[src/rtl/mem_access_responder_pkg.sv]
`default_nettype none
// ============================================================================
// Module      : mem_access_responder_pkg
// Description : Shared types and constants for the memory access responder:
//               FSM state encoding, reset instruction word and the number of
//               bytes in one memory word.
// Revision    : 1.0 - initial release
// ============================================================================
package mem_access_responder_pkg;

  typedef enum logic [1:0] {
    ST_IDLE   = 2'd0,
    ST_IFETCH = 2'd1,
    ST_DACC   = 2'd2,
    ST_DONE   = 2'd3
  } state_t;

  // ADDI x0,x0,0 -- what the sequencer sees before the first fetch completes.
  localparam logic [31:0] c_NOP_INST       = 32'h0000_0013;
  localparam int          c_BYTES_PER_WORD = 4;
  localparam logic [1:0]  c_LAST_LANE      = 2'(c_BYTES_PER_WORD - 1);

  // Little-endian byte select from a 32-bit word.
  function automatic logic [7:0] byte_of(input logic [31:0] word, input logic [1:0] idx);
    return word[8*idx +: 8];
  endfunction

endpackage
`default_nettype wire

[src/rtl/mem_access_responder_if.sv]
`default_nettype none
// ============================================================================
// Module      : mem_access_responder_if
// Description : Bundles the sequencer-side request/response signals and the
//               byte-wide external memory port of the access responder.
//               slave  : responder view (requests and mem_rdata in).
//               master : sequencer + memory view.
// Revision    : 1.0 - initial release
// ============================================================================
interface mem_access_responder_if;

  // Sequencer side
  logic        cpu_stat_imr;
  logic        cpu_stat_dmrw;
  logic [13:0] pc;
  logic [15:0] dm_addr;
  logic        dm_we;
  logic [3:0]  dm_be;
  logic [31:0] dm_wdata;
  logic        imr_run;
  logic        dmrw_run;
  logic [31:0] inst;
  logic [31:0] dm_rdata;

  // External byte-wide memory side
  logic [15:0] mem_addr;
  logic        mem_re;
  logic        mem_we;
  logic [7:0]  mem_wdata;
  logic [7:0]  mem_rdata;

  modport slave (
    input  cpu_stat_imr, cpu_stat_dmrw, pc, dm_addr, dm_we, dm_be, dm_wdata, mem_rdata,
    output imr_run, dmrw_run, inst, dm_rdata, mem_addr, mem_re, mem_we, mem_wdata
  );

  modport master (
    output cpu_stat_imr, cpu_stat_dmrw, pc, dm_addr, dm_we, dm_be, dm_wdata, mem_rdata,
    input  imr_run, dmrw_run, inst, dm_rdata, mem_addr, mem_re, mem_we, mem_wdata
  );

endinterface
`default_nettype wire

[src/rtl/rd_byte_pack.sv]
`default_nettype none
// ============================================================================
// Module      : rd_byte_pack
// Description : Tracks read strobes through the external memory latency and
//               assembles the returning bytes into a 4-lane word.
// Ports       : clk, rst_n      - clock, async active-low reset
//               i_flush         - drop everything in flight (aborted access)
//               i_valid, i_lane - read strobe issued this cycle and its lane
//               i_mem_rdata     - byte returned by the external memory
//               o_word_done     - last lane arrives this cycle
//               o_word          - assembled word including this cycle's byte
// Revision    : 1.0 - initial release
// ============================================================================
module rd_byte_pack
  import mem_access_responder_pkg::*;
#(
  parameter int RD_LAT = 1
) (
  input  wire logic        clk,
  input  wire logic        rst_n,
  input  wire logic        i_flush,
  input  wire logic        i_valid,
  input  wire logic [1:0]  i_lane,
  input  wire logic [7:0]  i_mem_rdata,
  output logic             o_word_done,
  output logic [31:0]      o_word
);

  // Stage RD_LAT-1 lines up with the cycle in which the memory presents the byte.
  logic [RD_LAT-1:0] r_vld;
  logic [1:0]        r_lane_idx [RD_LAT];
  logic [7:0]        r_lane     [c_BYTES_PER_WORD];
  logic [7:0]        w_lane     [c_BYTES_PER_WORD];

  // Merge the arriving byte so the word is complete at the same edge the
  // last lane is registered.
  always_comb begin
    for (int i = 0; i < c_BYTES_PER_WORD; i++) begin
      w_lane[i] = r_lane[i];
    end
    if (r_vld[RD_LAT-1]) begin
      w_lane[r_lane_idx[RD_LAT-1]] = i_mem_rdata;
    end
  end

  always_ff @(posedge clk or negedge rst_n) begin
    if (!rst_n) begin
      r_vld <= '0;
      for (int i = 0; i < RD_LAT; i++) r_lane_idx[i] <= '0;
      for (int i = 0; i < c_BYTES_PER_WORD; i++) r_lane[i] <= '0;
    end else if (i_flush) begin
      r_vld <= '0;
      for (int i = 0; i < RD_LAT; i++) r_lane_idx[i] <= '0;
      for (int i = 0; i < c_BYTES_PER_WORD; i++) r_lane[i] <= '0;
    end else begin
      r_vld[0]      <= i_valid;
      r_lane_idx[0] <= i_lane;
      for (int i = 1; i < RD_LAT; i++) begin
        r_vld[i]      <= r_vld[i-1];
        r_lane_idx[i] <= r_lane_idx[i-1];
      end
      for (int i = 0; i < c_BYTES_PER_WORD; i++) r_lane[i] <= w_lane[i];
    end
  end

  assign o_word_done = r_vld[RD_LAT-1] && (r_lane_idx[RD_LAT-1] == c_LAST_LANE);
  assign o_word      = {w_lane[3], w_lane[2], w_lane[1], w_lane[0]};

endmodule
`default_nettype wire

[src/rtl/mem_access_responder.sv]
`default_nettype none
// ============================================================================
// Module      : mem_access_responder
// Description : Serves instruction fetches and data loads/stores from the
//               sequencer over a byte-wide external memory, one byte per
//               cycle, four bytes per word.
// Ports       : clk, rst_n - clock, async active-low reset
//               bus (slave) - sequencer requests/responses and external
//                             memory strobes (see mem_access_responder_if)
// Revision    : 1.0 - initial release
// ============================================================================
module mem_access_responder
  import mem_access_responder_pkg::*;
#(
  parameter int RD_LAT = 1
) (
  input  wire logic             clk,
  input  wire logic             rst_n,
  mem_access_responder_if.slave bus
);

  state_t      r_state;
  logic        r_is_fetch;
  logic        r_is_store;
  logic        r_issue;      // still walking bytes 0..3 out on the memory port
  logic [1:0]  r_cnt;        // byte index currently on the memory port
  logic [3:0]  r_be;
  logic [31:0] r_wdata;
  logic [31:0] r_inst;
  logic [31:0] r_rdata;
  logic [15:0] r_mem_addr;
  logic        r_mem_re;
  logic        r_mem_we;
  logic [7:0]  r_mem_wdata;

  logic        w_busy;
  logic        w_active_req;
  logic        w_abort;
  logic [1:0]  w_cnt_next;
  logic        w_word_done;
  logic [31:0] w_word;

  assign w_busy       = (r_state == ST_IFETCH) || (r_state == ST_DACC);
  // The request that started the access is the one that can abort or release it.
  assign w_active_req = r_is_fetch ? bus.cpu_stat_imr : bus.cpu_stat_dmrw;
  assign w_abort      = w_busy && !w_active_req;
  assign w_cnt_next   = r_cnt + 2'd1;

  rd_byte_pack #(
    .RD_LAT (RD_LAT)
  ) u_rd_byte_pack (
    .clk         (clk),
    .rst_n       (rst_n),
    .i_flush     (w_abort),
    .i_valid     (r_mem_re),
    .i_lane      (r_cnt),
    .i_mem_rdata (bus.mem_rdata),
    .o_word_done (w_word_done),
    .o_word      (w_word)
  );

  always_ff @(posedge clk or negedge rst_n) begin
    if (!rst_n) begin
      r_state     <= ST_IDLE;
      r_is_fetch  <= 1'b0;
      r_is_store  <= 1'b0;
      r_issue     <= 1'b0;
      r_cnt       <= 2'd0;
      r_be        <= 4'h0;
      r_wdata     <= 32'h0;
      r_inst      <= c_NOP_INST;
      r_rdata     <= 32'h0;
      r_mem_addr  <= 16'h0;
      r_mem_re    <= 1'b0;
      r_mem_we    <= 1'b0;
      r_mem_wdata <= 8'h0;
    end else begin
      case (r_state)
        ST_IDLE: begin
          if (bus.cpu_stat_dmrw) begin
            r_state     <= ST_DACC;
            r_is_fetch  <= 1'b0;
            r_is_store  <= bus.dm_we;
            r_be        <= bus.dm_be;
            r_wdata     <= bus.dm_wdata;
            r_issue     <= 1'b1;
            r_cnt       <= 2'd0;
            r_mem_addr  <= bus.dm_addr & 16'hFFFC;
            r_mem_re    <= !bus.dm_we;
            r_mem_we    <= bus.dm_we && bus.dm_be[0];
            r_mem_wdata <= bus.dm_we ? byte_of(bus.dm_wdata, 2'd0) : 8'h00;
          end else if (bus.cpu_stat_imr) begin
            r_state     <= ST_IFETCH;
            r_is_fetch  <= 1'b1;
            r_is_store  <= 1'b0;
            r_issue     <= 1'b1;
            r_cnt       <= 2'd0;
            r_mem_addr  <= {bus.pc, 2'b00};
            r_mem_re    <= 1'b1;
            r_mem_we    <= 1'b0;
            r_mem_wdata <= 8'h00;
          end
        end

        ST_IFETCH, ST_DACC: begin
          if (w_abort) begin
            r_state     <= ST_IDLE;
            r_issue     <= 1'b0;
            r_mem_re    <= 1'b0;
            r_mem_we    <= 1'b0;
            r_mem_wdata <= 8'h00;
          end else begin
            if (r_issue) begin
              if (r_cnt == c_LAST_LANE) begin
                r_issue     <= 1'b0;
                r_mem_re    <= 1'b0;
                r_mem_we    <= 1'b0;
                r_mem_wdata <= 8'h00;
                // Stores have nothing coming back, so they finish with the last byte.
                if (r_is_store) r_state <= ST_DONE;
              end else begin
                r_cnt       <= w_cnt_next;
                // Only the low bits walk, keeping every byte inside the word.
                r_mem_addr  <= {r_mem_addr[15:2], w_cnt_next};
                r_mem_re    <= !r_is_store;
                r_mem_we    <= r_is_store && r_be[w_cnt_next];
                r_mem_wdata <= r_is_store ? byte_of(r_wdata, w_cnt_next) : 8'h00;
              end
            end
            if (!r_is_store && w_word_done) begin
              r_state <= ST_DONE;
              if (r_is_fetch) r_inst  <= w_word;
              else            r_rdata <= w_word;
            end
          end
        end

        ST_DONE: begin
          if (!w_active_req) r_state <= ST_IDLE;
        end
      endcase
    end
  end

  assign bus.imr_run   = bus.cpu_stat_imr  && (r_state != ST_DONE);
  assign bus.dmrw_run  = bus.cpu_stat_dmrw && (r_state != ST_DONE);
  assign bus.inst      = r_inst;
  assign bus.dm_rdata  = r_rdata;
  assign bus.mem_addr  = r_mem_addr;
  assign bus.mem_re    = r_mem_re;
  assign bus.mem_we    = r_mem_we;
  assign bus.mem_wdata = r_mem_wdata;

endmodule
`default_nettype wire

[src/flat_wrapper.sv]
// flat-port wrapper written by rule: the top's interface ports become plain ports
module mem_access_responder_flat import mem_access_responder_pkg::*;
#(
  parameter int RD_LAT = 1
)
  (clk, rst_n, bus_cpu_stat_imr, bus_cpu_stat_dmrw, bus_pc, bus_dm_addr, bus_dm_we, bus_dm_be, bus_dm_wdata, bus_mem_rdata, bus_imr_run, bus_dmrw_run, bus_inst, bus_dm_rdata, bus_mem_addr, bus_mem_re, bus_mem_we, bus_mem_wdata);
  mem_access_responder_if bus_i ();
  input  wire logic clk;
  input  wire logic rst_n;
  input wire logic [$bits(bus_i.cpu_stat_imr)-1:0] bus_cpu_stat_imr;
  input wire logic [$bits(bus_i.cpu_stat_dmrw)-1:0] bus_cpu_stat_dmrw;
  input wire logic [$bits(bus_i.pc)-1:0] bus_pc;
  input wire logic [$bits(bus_i.dm_addr)-1:0] bus_dm_addr;
  input wire logic [$bits(bus_i.dm_we)-1:0] bus_dm_we;
  input wire logic [$bits(bus_i.dm_be)-1:0] bus_dm_be;
  input wire logic [$bits(bus_i.dm_wdata)-1:0] bus_dm_wdata;
  input wire logic [$bits(bus_i.mem_rdata)-1:0] bus_mem_rdata;
  output wire logic [$bits(bus_i.imr_run)-1:0] bus_imr_run;
  output wire logic [$bits(bus_i.dmrw_run)-1:0] bus_dmrw_run;
  output wire logic [$bits(bus_i.inst)-1:0] bus_inst;
  output wire logic [$bits(bus_i.dm_rdata)-1:0] bus_dm_rdata;
  output wire logic [$bits(bus_i.mem_addr)-1:0] bus_mem_addr;
  output wire logic [$bits(bus_i.mem_re)-1:0] bus_mem_re;
  output wire logic [$bits(bus_i.mem_we)-1:0] bus_mem_we;
  output wire logic [$bits(bus_i.mem_wdata)-1:0] bus_mem_wdata;
  assign bus_i.cpu_stat_imr = bus_cpu_stat_imr;
  assign bus_i.cpu_stat_dmrw = bus_cpu_stat_dmrw;
  assign bus_i.pc = bus_pc;
  assign bus_i.dm_addr = bus_dm_addr;
  assign bus_i.dm_we = bus_dm_we;
  assign bus_i.dm_be = bus_dm_be;
  assign bus_i.dm_wdata = bus_dm_wdata;
  assign bus_i.mem_rdata = bus_mem_rdata;
  assign bus_imr_run = bus_i.imr_run;
  assign bus_dmrw_run = bus_i.dmrw_run;
  assign bus_inst = bus_i.inst;
  assign bus_dm_rdata = bus_i.dm_rdata;
  assign bus_mem_addr = bus_i.mem_addr;
  assign bus_mem_re = bus_i.mem_re;
  assign bus_mem_we = bus_i.mem_we;
  assign bus_mem_wdata = bus_i.mem_wdata;
  mem_access_responder #(.RD_LAT(RD_LAT)) u_core (.clk(clk), .rst_n(rst_n), .bus(bus_i));
endmodule
[config.mk]
export PLATFORM = sky130hd
export DESIGN_NAME = mem_access_responder_flat
export DESIGN_NICKNAME = d
export VERILOG_FILES = /design/src/rtl/mem_access_responder_pkg.sv /design/src/rtl/mem_access_responder_if.sv /design/src/rtl/rd_byte_pack.sv /design/src/rtl/mem_access_responder.sv /design/src/flat_wrapper.sv
export SDC_FILE = /design/constraint.sdc
export NUM_CORES = 1
export LEC_CHECK = 0
export ABC_AREA = 0
export CAP_MARGIN = 10
export CORE_ASPECT_RATIO = 2
export CORE_MARGIN = 5
export CORE_UTILIZATION = 25
export CTS_CLUSTER_SIZE = 16
export DETAILED_ROUTE_END_ITERATION = 16
export GPL_ROUTABILITY_DRIVEN = 1
export SETUP_SLACK_MARGIN = 0.02
export SLEW_MARGIN = 10
export SYNTH_ARGS = -nofsm -noshare
export SYNTH_HDL_FRONTEND = slang
export SYNTH_SLANG_ARGS = --single-unit
export TNS_END_PERCENT = 100
[constraint.sdc]
create_clock -name clk -period 3.2 [get_ports clk]
set_input_delay 0.48 -clock clk [delete_from_list [all_inputs] [get_ports clk]]
set_output_delay 0.48 -clock clk [all_outputs]
set_load 0.05 [all_outputs]
# Yosys cells after proc, flatten, opt, wreduce, memory -nomap -nowiden
# Cells that the tools add are included.
# word_totals
regBits	168
out_inout_bits	92
input_bits	79
elab_cells	127
# classes
n_shift	1
bitwise_logic	4
eq_ne	15
n_reduce_logical	25
add_sub_neg	1
magnitude_cmp	3
muxes	58
# op_table
cell	n
16-bit 2-to-1 mux	4
32-bit 2-to-1 mux	2
8-bit 2-to-1 mux	8
32-bit bitwise mux	1
16-bit one-hot mux with 2 select lines	1
32-bit by 6-bit variable part select with 8-bit output	1
2-bit 2-to-1 mux	15
1-bit 2-to-1 mux	19
8-bit demux with 2-bit select	1
8-bit one-hot mux with 2 select lines	1
4-bit by 2-bit inequality test with 1-bit output, second input constant	3
5-bit AND reduction	2
2-bit equality test, second input constant	4
1-bit logical AND	8
2-bit inequality test, second input constant	4
4-bit AND reduction	2
1-bit one-hot mux with 2 select lines	3
2-bit one-hot mux with 3 select lines	1
2-bit AND reduction	3
3-bit AND reduction	2
2-bit one-hot mux with 2 select lines	1
2-bit nonzero test	2
3-bit >= comparator, second input constant	1
1-bit zero test	3
other kinds (13)	15

# Depth between registers and ports, before layout
# Gate-level depths: netlist (run 1).
# logic_depth
depth_word	8
mapped_depth	8
depth_no_buf	6

# By module
# A second synthesis (run 1) with hierarchy kept.
# unflattened
hier_cells	548
area_unflattened_um2	7494.7
# modules_own_cells
mod	instances	cells_per_inst	area_per_inst_um2
mem_access_responder	1	388	5551.6
rd_byte_pack	1	160	1943.1

# Least setup slack after synthesis (run 1)
# No wires, ideal clock.
# synth_timing
path_type	input -> output
start	input port bus_cpu_stat_dmrw
end	output port bus_dmrw_run
n_path_buf	2
arrival_time_ns	1.727
path_stages	3
setup_slack_ns	0.993
cell_sequence	buf_6 -> clkbuf_1 -> nor2b_1
# synth_between
elab_chain_cells	1
# synth_rtl
element	line	rtl
from (decl)	flat_wrapper.sv:11	input wire logic [$bits(bus_i.cpu_stat_dmrw)-1:0] bus_cpu_stat_dmrw;
1-bit logical AND	mem_access_responder.sv:146	assign bus.dmrw_run = bus.cpu_stat_dmrw && (r_state != ST_DONE);
to (decl)	flat_wrapper.sv:19	output wire logic [$bits(bus_i.dmrw_run)-1:0] bus_dmrw_run;
# No other way between the ends.

==> flow_metrics.tcl, run 1 <==
set metrics [dict create \
    vias_per_cell 4.36 \
    p_per_area_mw_per_mm2 934 \
    grt.overflow.total 0 \
    drt_wl_total_um 19100 \
    clk_path_buf_depth 2 \
    core_area_mm2 0.0274 \
    layout-drive-gt1-share 0.159 \
    layout.nets 820 \
    path_cells "clkdlybuf4s50_1" \
    clkTransAtPathRegs_ns 0.07 \
    dp_hpwl_um 14000 \
    status "finished clean" \
    antenna_found_initial 1 \
    setup_violations 0 \
    slowest_delay_ns 0.89 \
    dieWidth_um 127 \
    gp_congestion 0.739 \
    startpoint_type "flop" \
    synth_cell_types 41 \
    required_ns 2.72 \
    critPathCaptureType "output port" \
    synth-seq-cells 166 \
    vdd_drop_max_uv 473 \
    wl_per_cell_um 17.3 \
    tns_ns 0 \
    cts_buffers 17 \
    cts_root_buffer "clkbuf_16" \
    cts_tree "yes" \
    avgSynthCellArea_um2 12.0 \
    grt_max_degree 71 \
    hp-class "input port to async pin" \
    hold_viol 0 \
    clock-sinks 166 \
    max_freq_ghz 0.418 \
    netlist_area_mm2 0.00689 \
    maxCapViolations 0 \
    die_area_mm2 0.0312 \
    io_pins 171 \
    grt_first_pass_wirelength_um 29500 \
    critical-path-top-delay-family "buffers and inverters" \
    slowest_stage "clkdlybuf4s50_1" \
    final_common_cell "clkdlybuf4s50_1" \
    cts-htree-levels 4 \
    grt_setup_unrepaired "no" \
    yosysSeqAreaShare 0.603 \
    area_growth_pct 40.2 \
    grt_usage 0.126 \
    path_class "flop to output port" \
    crit_buf_inv 1 \
    period_share 0.748 \
    route.detailed.drc 0 \
    drtIter0Drc 264 \
    rows 86 \
    tightest_slew_ns 0.665 \
    yosys_warnings 0 \
    start_util 0.251 \
    min_period_ns 2.39 \
    ant_nets 0 \
    ctsHoldBuffers 0 \
    syn-instance-count 573 \
    cp.arrival_ns 1.91 \
    skew_ns 0.0106 \
    postCtsResizedCells 0 \
    drtPass1Iterations 4 \
    power.leakage_nw 4.35 \
    whs_ns 0.0469 \
    drv_slew 0 \
    grt_pass1_vias 5017 \
    die_h_um 245 \
    num_vias 4814 \
    port_buffers 168 \
    synthesis.nets 656 \
    clkLatencyLatePin_ns 0.44 \
    worstPathMaxFanout 7 \
    post-cts-setup-buffer-count 0 \
    relSlewSlack 0.556 \
    mostFrequentLayoutCells "clkdlybuf4s50_1 (165), dfrtp_1 (163), nor2_1 (107), a21oi_1 (69), mux2i_1 (48)" \
]
[worst paths after layout]
path | startpoint | endpoint | slack, ns | cells after the start
min reg2reg | u_core.bus.mem_addr[3]$_DFFE_PN0P_ | u_core.bus.mem_addr[3]$_DFFE_PN0P_ | 0.48 | 2
max in group asynchronous | rst_n | u_core.r_wdata[20]$_DFFE_PN0P_ | 2.32 | 2
min in group clk | u_core.bus.mem_addr[3]$_DFFE_PN0P_ | u_core.bus.mem_addr[3]$_DFFE_PN0P_ | 0.48 | 2
max | u_core.r_cnt[0]$_DFFE_PN0P_ | bus_mem_addr[0] | 0.81 | 1
max reg2reg | u_core.r_state[1]$_DFFE_PN0P_ | u_core.bus.inst[17]$_DFFE_PN0P_ | 1.10 | 6
min | rst_n | u_core.bus.inst[6]$_DFFE_PN0P_ | 0.05 | 1
[kinds of logic after synthesis]
family,synth area share
multiplexers,0.163
buffers and inverters,0.0329
AND/OR/NAND/NOR,0.0933
flip-flops,0.603
adder cells (fa/ha/maj),0.00726
AO/OA/AOI/OAI,0.100
[stage by stage]
step           power [mW]   util  instance area (um^2)  cells  setup slack, ns
3_5_place_dp         6.83  0.328                  9000   1070            0.619
2_1_floorplan        5.56      -                  6890    573            0.993
3_3_place_gp         6.74  0.328                  9000   1070            0.646
4_1_cts              9.20  0.352                  9660   1102            0.746
5_1_grt              9.54  0.352                  9670   1103            0.697
6_report             9.03  0.352                  9670   1103            0.807
[report_power, final]
part	switching (mW)	total, mW	internal, mW
clock network	0.913	2.32	1.41
logic	2.18	3.62	1.44
registers	0.345	3.09	2.74
[cell usage after synthesis]
master	number	area, um^2
dfrtp_1	163	4080
nor2_1	107	402
a21oi_1	69	345
mux2i_1	48	480
mux2_2	38	428
buf_2	22	110
nand2_1	20	75.1
o31ai_1	14	105
a21oi_2	9	78.8
clkbuf_1	9	33.8
mux4_2	9	203
a22oi_1	8	60.1
o21ai_0	7	35.0
nor2b_1	5	31.3
buf_6	4	45.0
ha_1	4	50.1
nand3_1	4	20.0
buf_4	3	22.5
dfstp_2	3	78.8
inv_1	3	11.3
nand2b_1	2	12.5
nand3b_1	2	15.0
nor3b_1	2	15.0
a311oi_2	1	15.0
a31oi_1	1	6.26
a31oi_2	1	12.5
a32o_1	1	10.0
and2_1	1	6.26
and4b_1	1	10.0
buf_1	1	3.75
mux2_4	1	15.0
nand4_1	1	6.26
nand4b_1	1	8.76
nor2_2	1	6.26
nor3_1	1	5.00
nor4b_1	1	8.76
nor4b_2	1	15.0
o21a_1	1	7.51
o21ai_1	1	5.00
o41ai_1	1	8.76
or2_2	1	6.26
[flip-flops by register name (all words and copies together) (netlist names)]
register	flops
u_core.bus.mem_re	1
u_core.bus.mem_addr	14
u_core.r_is_fetch	1
u_core.r_be	4
u_core.r_is_store	1
u_core.r_cnt	2
u_core.r_wdata	32
u_core.r_issue	1
u_core.bus.dm_rdata	32
u_core.u_rd_byte_pack.r_vld	1
u_core.u_rd_byte_pack.r_lane	32
u_core.r_state	2
u_core.u_rd_byte_pack.r_lane_idx	2
u_core.bus.mem_wdata	8
u_core.bus.mem_we	1
u_core.bus.inst	32
[layer usage]
metal | global-route usage | part of all wire | up-vias
met5 | 0 | 0 | -
met3 | 0.0287 | 0.032 | 20
met1 | 0.123 | 0.35 | 2386
met4 | 0.0502 | 0.021 | 0
li1 | - | - | 2316
met2 | 0.248 | 0.60 | 92
[area by class of cell]
type | count | area, um^2
fill | 2749 | 17800
tap | 352 | 440
clock inverter | 15 | 236
sequential | 166 | 4160
antenna | 1 | 2.50
timing repair buffer | 184 | 1850
inverter | 3 | 11.3
multi-input combinational | 365 | 2540
clock buffer | 17 | 425
Note: power is estimated with default switching activity, not from simulation.
==> run 2, diff against run 1 <==
==> constraint.sdc (replaced) <==
create_clock -name clk -period 2.1 [get_ports clk]
set_input_delay 0.315 -clock clk [delete_from_list [all_inputs] [get_ports clk]]
set_output_delay 0.315 -clock clk [all_outputs]
set_load 0.05 [all_outputs]
==> flow_metrics.tcl, run 2 (same netlist as run 1, synthesis figures left out) <==
set metrics [dict create \
    status "finished clean" \
    tns_ns 0 \
    drv_slew 0 \
    whs_ns 0.427 \
    grt_first_pass_wirelength_um 29600 \
    setup_violations 0 \
    cts_root_buffer "clkbuf_16" \
    dp_hpwl_um 14300 \
    drt_wl_total_um 19100 \
    worst_slack_ns 0.112 \
    io_pins 171 \
    final_common_cell "dfrtp_1" \
    slowest_stage "clkdlybuf4s50_1" \
    grt_max_degree 65 \
    relSlewSlack 0.602 \
    n_antenna_cell 0 \
    max_freq_ghz 0.503 \
    worstPathMaxFanout 2 \
    slowest_delay_ns 0.83 \
    fin_cells 1119 \
    die_area_mm2 0.0312 \
    critical-path-top-delay-family "buffers and inverters" \
    gp_congestion 0.743 \
    dp.cells 1087 \
    fin_util 0.359 \
    period_share 0.947 \
    cts_buffers 17 \
    route.detailed.drc 0 \
    p_per_area_mw_per_mm2 1390 \
    place_area_mm2 0.00924 \
    path_class "flop to output port" \
    clkLatencyLatePin_ns 0.44 \
    clk_path_buf_depth 2 \
    start_util 0.251 \
    drtPass1Iterations 4 \
    vdd_drop_max_uv 496 \
    vias_per_cell 4.37 \
    clkTransAtPathRegs_ns 0.06 \
    drtIter0Drc 244 \
    die_h_um 245 \
    skew_ns 0.00504 \
    place_ws_ns 0.0303 \
    grt.overflow.total 0 \
    clock-sinks 166 \
    critPathCaptureType "output port" \
    grt_pass1_vias 5127 \
    num_vias 4893 \
    final_area_mm2 0.00985 \
    ant_nets 0 \
    cts_tree "yes" \
    p_total_mw 13.7 \
    dieWidth_um 127 \
    area_growth_pct 42.9 \
    layout-drive-gt1-share 0.180 \
    tightest_slew_ns 0.596 \
    hp-class "input port to async pin" \
    wl_per_cell_um 17.0 \
    grt_usage 0.127 \
    layout.nets 838 \
    hold_viol 0 \
    min_period_ns 1.99 \
    antenna_found_initial 0 \
    crit_buf_inv 1 \
    path_cells "clkdlybuf4s50_1" \
    required_ns 1.78 \
    port_buffers 168 \
    mostFrequentLayoutCells "dfrtp_1 (163), clkdlybuf4s50_1 (159), nor2_1 (107), a21oi_1 (69), mux2i_1 (48)" \
    cp.arrival_ns 1.67 \
    core_area_mm2 0.0274 \
    grt_setup_unrepaired "no" \
    rows 86 \
    maxCapViolations 0 \
    cts-htree-levels 4 \
    startpoint_type "flop" \
    power.leakage_nw 4.46 \
]
==> run 2: where the power goes <==
part	internal, mW	leakage (nW)	switching [mW]
combinational	2.42	2.00	3.37
sequential	4.18	2.17	0.503
clock	1.90	0.290	1.31
==> run 2: worst register-to-register path: cells and delay by family (launching register included) <==
kind	cells	cell delay [ns]
AND/OR/NAND/NOR	2	0.36
flip-flops	1	0.37
buffers and inverters	3	0.45
AO/OA/AOI/OAI	1	0.12
adder cells (fa/ha/maj)	1	0.47
==> run 2: timing repair <==
action                                 4_1_cts  5_1_grt
setup buffers                                0        0
gates cloned                                 0        0
endpoints found under the hold margin       45        0
resized for setup                            2        1
pin swaps                                    0        0
hold buffers                                 1        0
setup endpoints to repair                    2       20
==> run 2: per-layer routing <==
metal  vias to the layer above  wire (um)  track usage
met5                         -          0            0
met4                         0        636       0.0610
met3                        32        759       0.0272
met2                       111      11000        0.238
met1                      2399       6670        0.131
li1                       2351          -            -
==> run 2: final timing paths <==
path                                                      from                             endpoint  slack, ns  cells past startpoint
min                                                      rst_n  u_core.bus.mem_addr[14]$_DFFE_PN0P_       0.43                      2
max                         u_core.bus.dm_rdata[3]$_DFFE_PN0P_                      bus_dm_rdata[3]       0.11                      1
min reg2reg                u_core.bus.mem_addr[12]$_DFFE_PN0P_  u_core.bus.mem_addr[12]$_DFFE_PN0P_       0.47                      2
max in group asynchronous                                rst_n      u_core.bus.inst[22]$_DFFE_PN0P_       1.05                      3
min in group clk           u_core.bus.mem_addr[12]$_DFFE_PN0P_  u_core.bus.mem_addr[12]$_DFFE_PN0P_       0.47                      2
max reg2reg                      u_core.r_state[1]$_DFFE_PN0P_      u_core.bus.inst[28]$_DFFE_PN0P_       0.24                      7
==> run 2: area by class of cell <==
| type | instances | area (um^2) |
|---|---|---|
| clock inverter | 11 | 151 |
| inverter | 3 | 11.3 |
| clock buffer | 20 | 447 |
| sequential | 166 | 4160 |
| tap | 352 | 440 |
| fill | 2734 | 17600 |
| multi-input combinational | 365 | 2550 |
| timing repair buffer | 202 | 2100 |
==> run 3, diff against run 2 <==
--- a/config.mk
+++ b/config.mk
@@ -8,12 +8,12 @@
 export ABC_AREA = 0
 export CAP_MARGIN = 10
 export CORE_ASPECT_RATIO = 2
-export CORE_MARGIN = 5
 export CORE_UTILIZATION = 25
 export CTS_CLUSTER_SIZE = 16
 export DETAILED_ROUTE_END_ITERATION = 16
 export GPL_ROUTABILITY_DRIVEN = 1
-export SETUP_SLACK_MARGIN = 0.02
+export GPL_TIMING_DRIVEN = 1
+export SETUP_SLACK_MARGIN = 0.3
 export SLEW_MARGIN = 10
 export SYNTH_ARGS = -nofsm -noshare
 export SYNTH_HDL_FRONTEND = slang
==> flow_metrics.tcl, run 3 (same netlist as run 1, synthesis figures left out) <==
set metrics [dict create \
    relSlewSlack 0.606 \
    clkTransAtPathRegs_ns 0.07 \
    tns_ns 0 \
    core_area_mm2 0.0270 \
    clk_path_buf_depth 2 \
    ff2ff_path_depth 7 \
    start_util 0.255 \
    max_freq_ghz 0.578 \
    setup_violations 0 \
    slowest_stage "dfrtp_1" \
    num_vias 4933 \
    path_cells "ha_2, nor2b_2, buf_12" \
    cp.arrival_ns 1.42 \
    critical-path-top-delay-family "flip-flops" \
    port_buffers 168 \
    cts_root_buffer "clkbuf_16" \
    vias_per_cell 4.41 \
    path_class "flop to output port" \
    drtPass1Iterations 4 \
    area_growth_pct 42.1 \
    layout-drive-gt1-share 0.196 \
    crit-reg2reg-capture "u_core.bus.dm_rdata[31]$_DFFE_PN0P_" \
    antenna_found_initial 1 \
    ant_nets 0 \
    p_total_mw 13.6 \
    vdd_drop_max_uv 620 \
    hp-class "input port to async pin" \
    worstPathMaxFanout 6 \
    grt_max_degree 65 \
    tightest_slew_ns 0.594 \
    drtIter0Drc 234 \
    grt_usage 0.141 \
    critPathCaptureType "output port" \
    rows 85 \
    route.detailed.drc 0 \
    min_period_ns 1.73 \
    crit_buf_inv 1 \
    mostFrequentLayoutCells "dfrtp_1 (161), nor2_1 (107), dlygate4sd2_1 (85), clkdlybuf4s50_1 (75), a21oi_1 (69)" \
    layout.nets 840 \
    grt_setup_unrepaired "yes" \
    grt_first_pass_wirelength_um 29300 \
    required_ns 1.78 \
    grt.overflow.total 0 \
    p_per_area_mw_per_mm2 1380 \
    dieWidth_um 119 \
    drt_wl_total_um 19600 \
    die_area_mm2 0.0283 \
    skew_ns 0.00870 \
    cts-htree-levels 4 \
    drv_slew 0 \
    io_pins 171 \
    slowest_delay_ns 0.39 \
    startpoint_type "flop" \
    final_common_cell "dfrtp_1" \
    cts_buffers 17 \
    hold_viol 0 \
    status "finished clean" \
    die_h_um 237 \
    wl_per_cell_um 17.5 \
    dp_hpwl_um 13900 \
    clock-sinks 166 \
    reg2reg_setup_slack_ns 0.37 \
    period_share 0.824 \
    cts_tree "yes" \
    maxCapViolations 0 \
    grt_pass1_vias 5013 \
    power.leakage_nw 4.83 \
    clkLatencyLatePin_ns 0.44 \
    crit_start "u_core.r_state[0]$_DFFE_PN0P_" \
    gp_congestion 0.797 \
    rr_startpoint "u_core.r_state[1]$_DFFE_PN0P_" \
]
run 3: power breakdown:
group	internal (mW)	switching, mW
combinational	2.16	3.41
sequential	4.18	0.505
clock	2.00	1.31
run 3: per-layer routing:
metal | track usage | up-vias | part of all wire
met2 | 0.277 | 106 | 0.59
met4 | 0.0610 | 0 | 0.030
met1 | 0.138 | 2448 | 0.35
met3 | 0.0306 | 27 | 0.029
li1 | - | 2352 | -
met5 | 0 | - | 0
run 3: how the worst max path moves through the flow:
stage / end / slack, ns / depth (start not counted)
3_3_place_gp: u_core.bus.mem_wdata[5]$_DFFE_PN0P_ / 0.02 / 5
3_5_place_dp: u_core.bus.mem_wdata[5]$_DFFE_PN0P_ / 0.01 / 5
6_report: bus_dmrw_run / 0.37 / 3
4_1_cts: bus_inst[0] / 0.27 / 1
2_1_floorplan: u_core.bus.mem_wdata[5]$_DFFE_PN0P_ / 0.34 / 5
5_1_grt: bus_imr_run / 0.29 / 3
run 3: layout make-up:
| class | instances | area (um^2) |
|---|---|---|
| Fill cell | 2758 | 17200 |
| Tap cell | 348 | 435 |
| Timing Repair Buffer | 204 | 1980 |
| Clock buffer | 22 | 484 |
| Antenna cell | 1 | 2.50 |
| Sequential cell | 166 | 4160 |
| Multi-Input combinational cell | 365 | 2580 |
| Inverter | 3 | 11.3 |
| Clock inverter | 10 | 144 |
run 3: repair_timing:
| action | CTS | global route |
|---|---|---|
| hold buffers | 1 | 0 |
| endpoints found under the hold margin | 42 | 0 |
| endpoints found under the setup margin | 95 | 41 |
| gates resized for setup | 92 | 10 |
| cloned | 0 | 2 |
| setup buffers | 1 | 1 |
| pin swaps | 0 | 0 |
run 3: stage by stage:
stage	instances	hold slack, ns	cell area (um^2)	util	setup WS, ns
4_1_cts	1115	0.390	9730	0.360	0.266
6_report	1119	0.384	9800	0.363	0.369
5_1_grt	1119	0.408	9800	0.363	0.287
3_3_place_gp	1081	0.286	9180	0.340	0.0172
3_5_place_dp	1081	0.295	9180	0.340	0.0131
2_1_floorplan	573	0.0194	6900	-	0.343
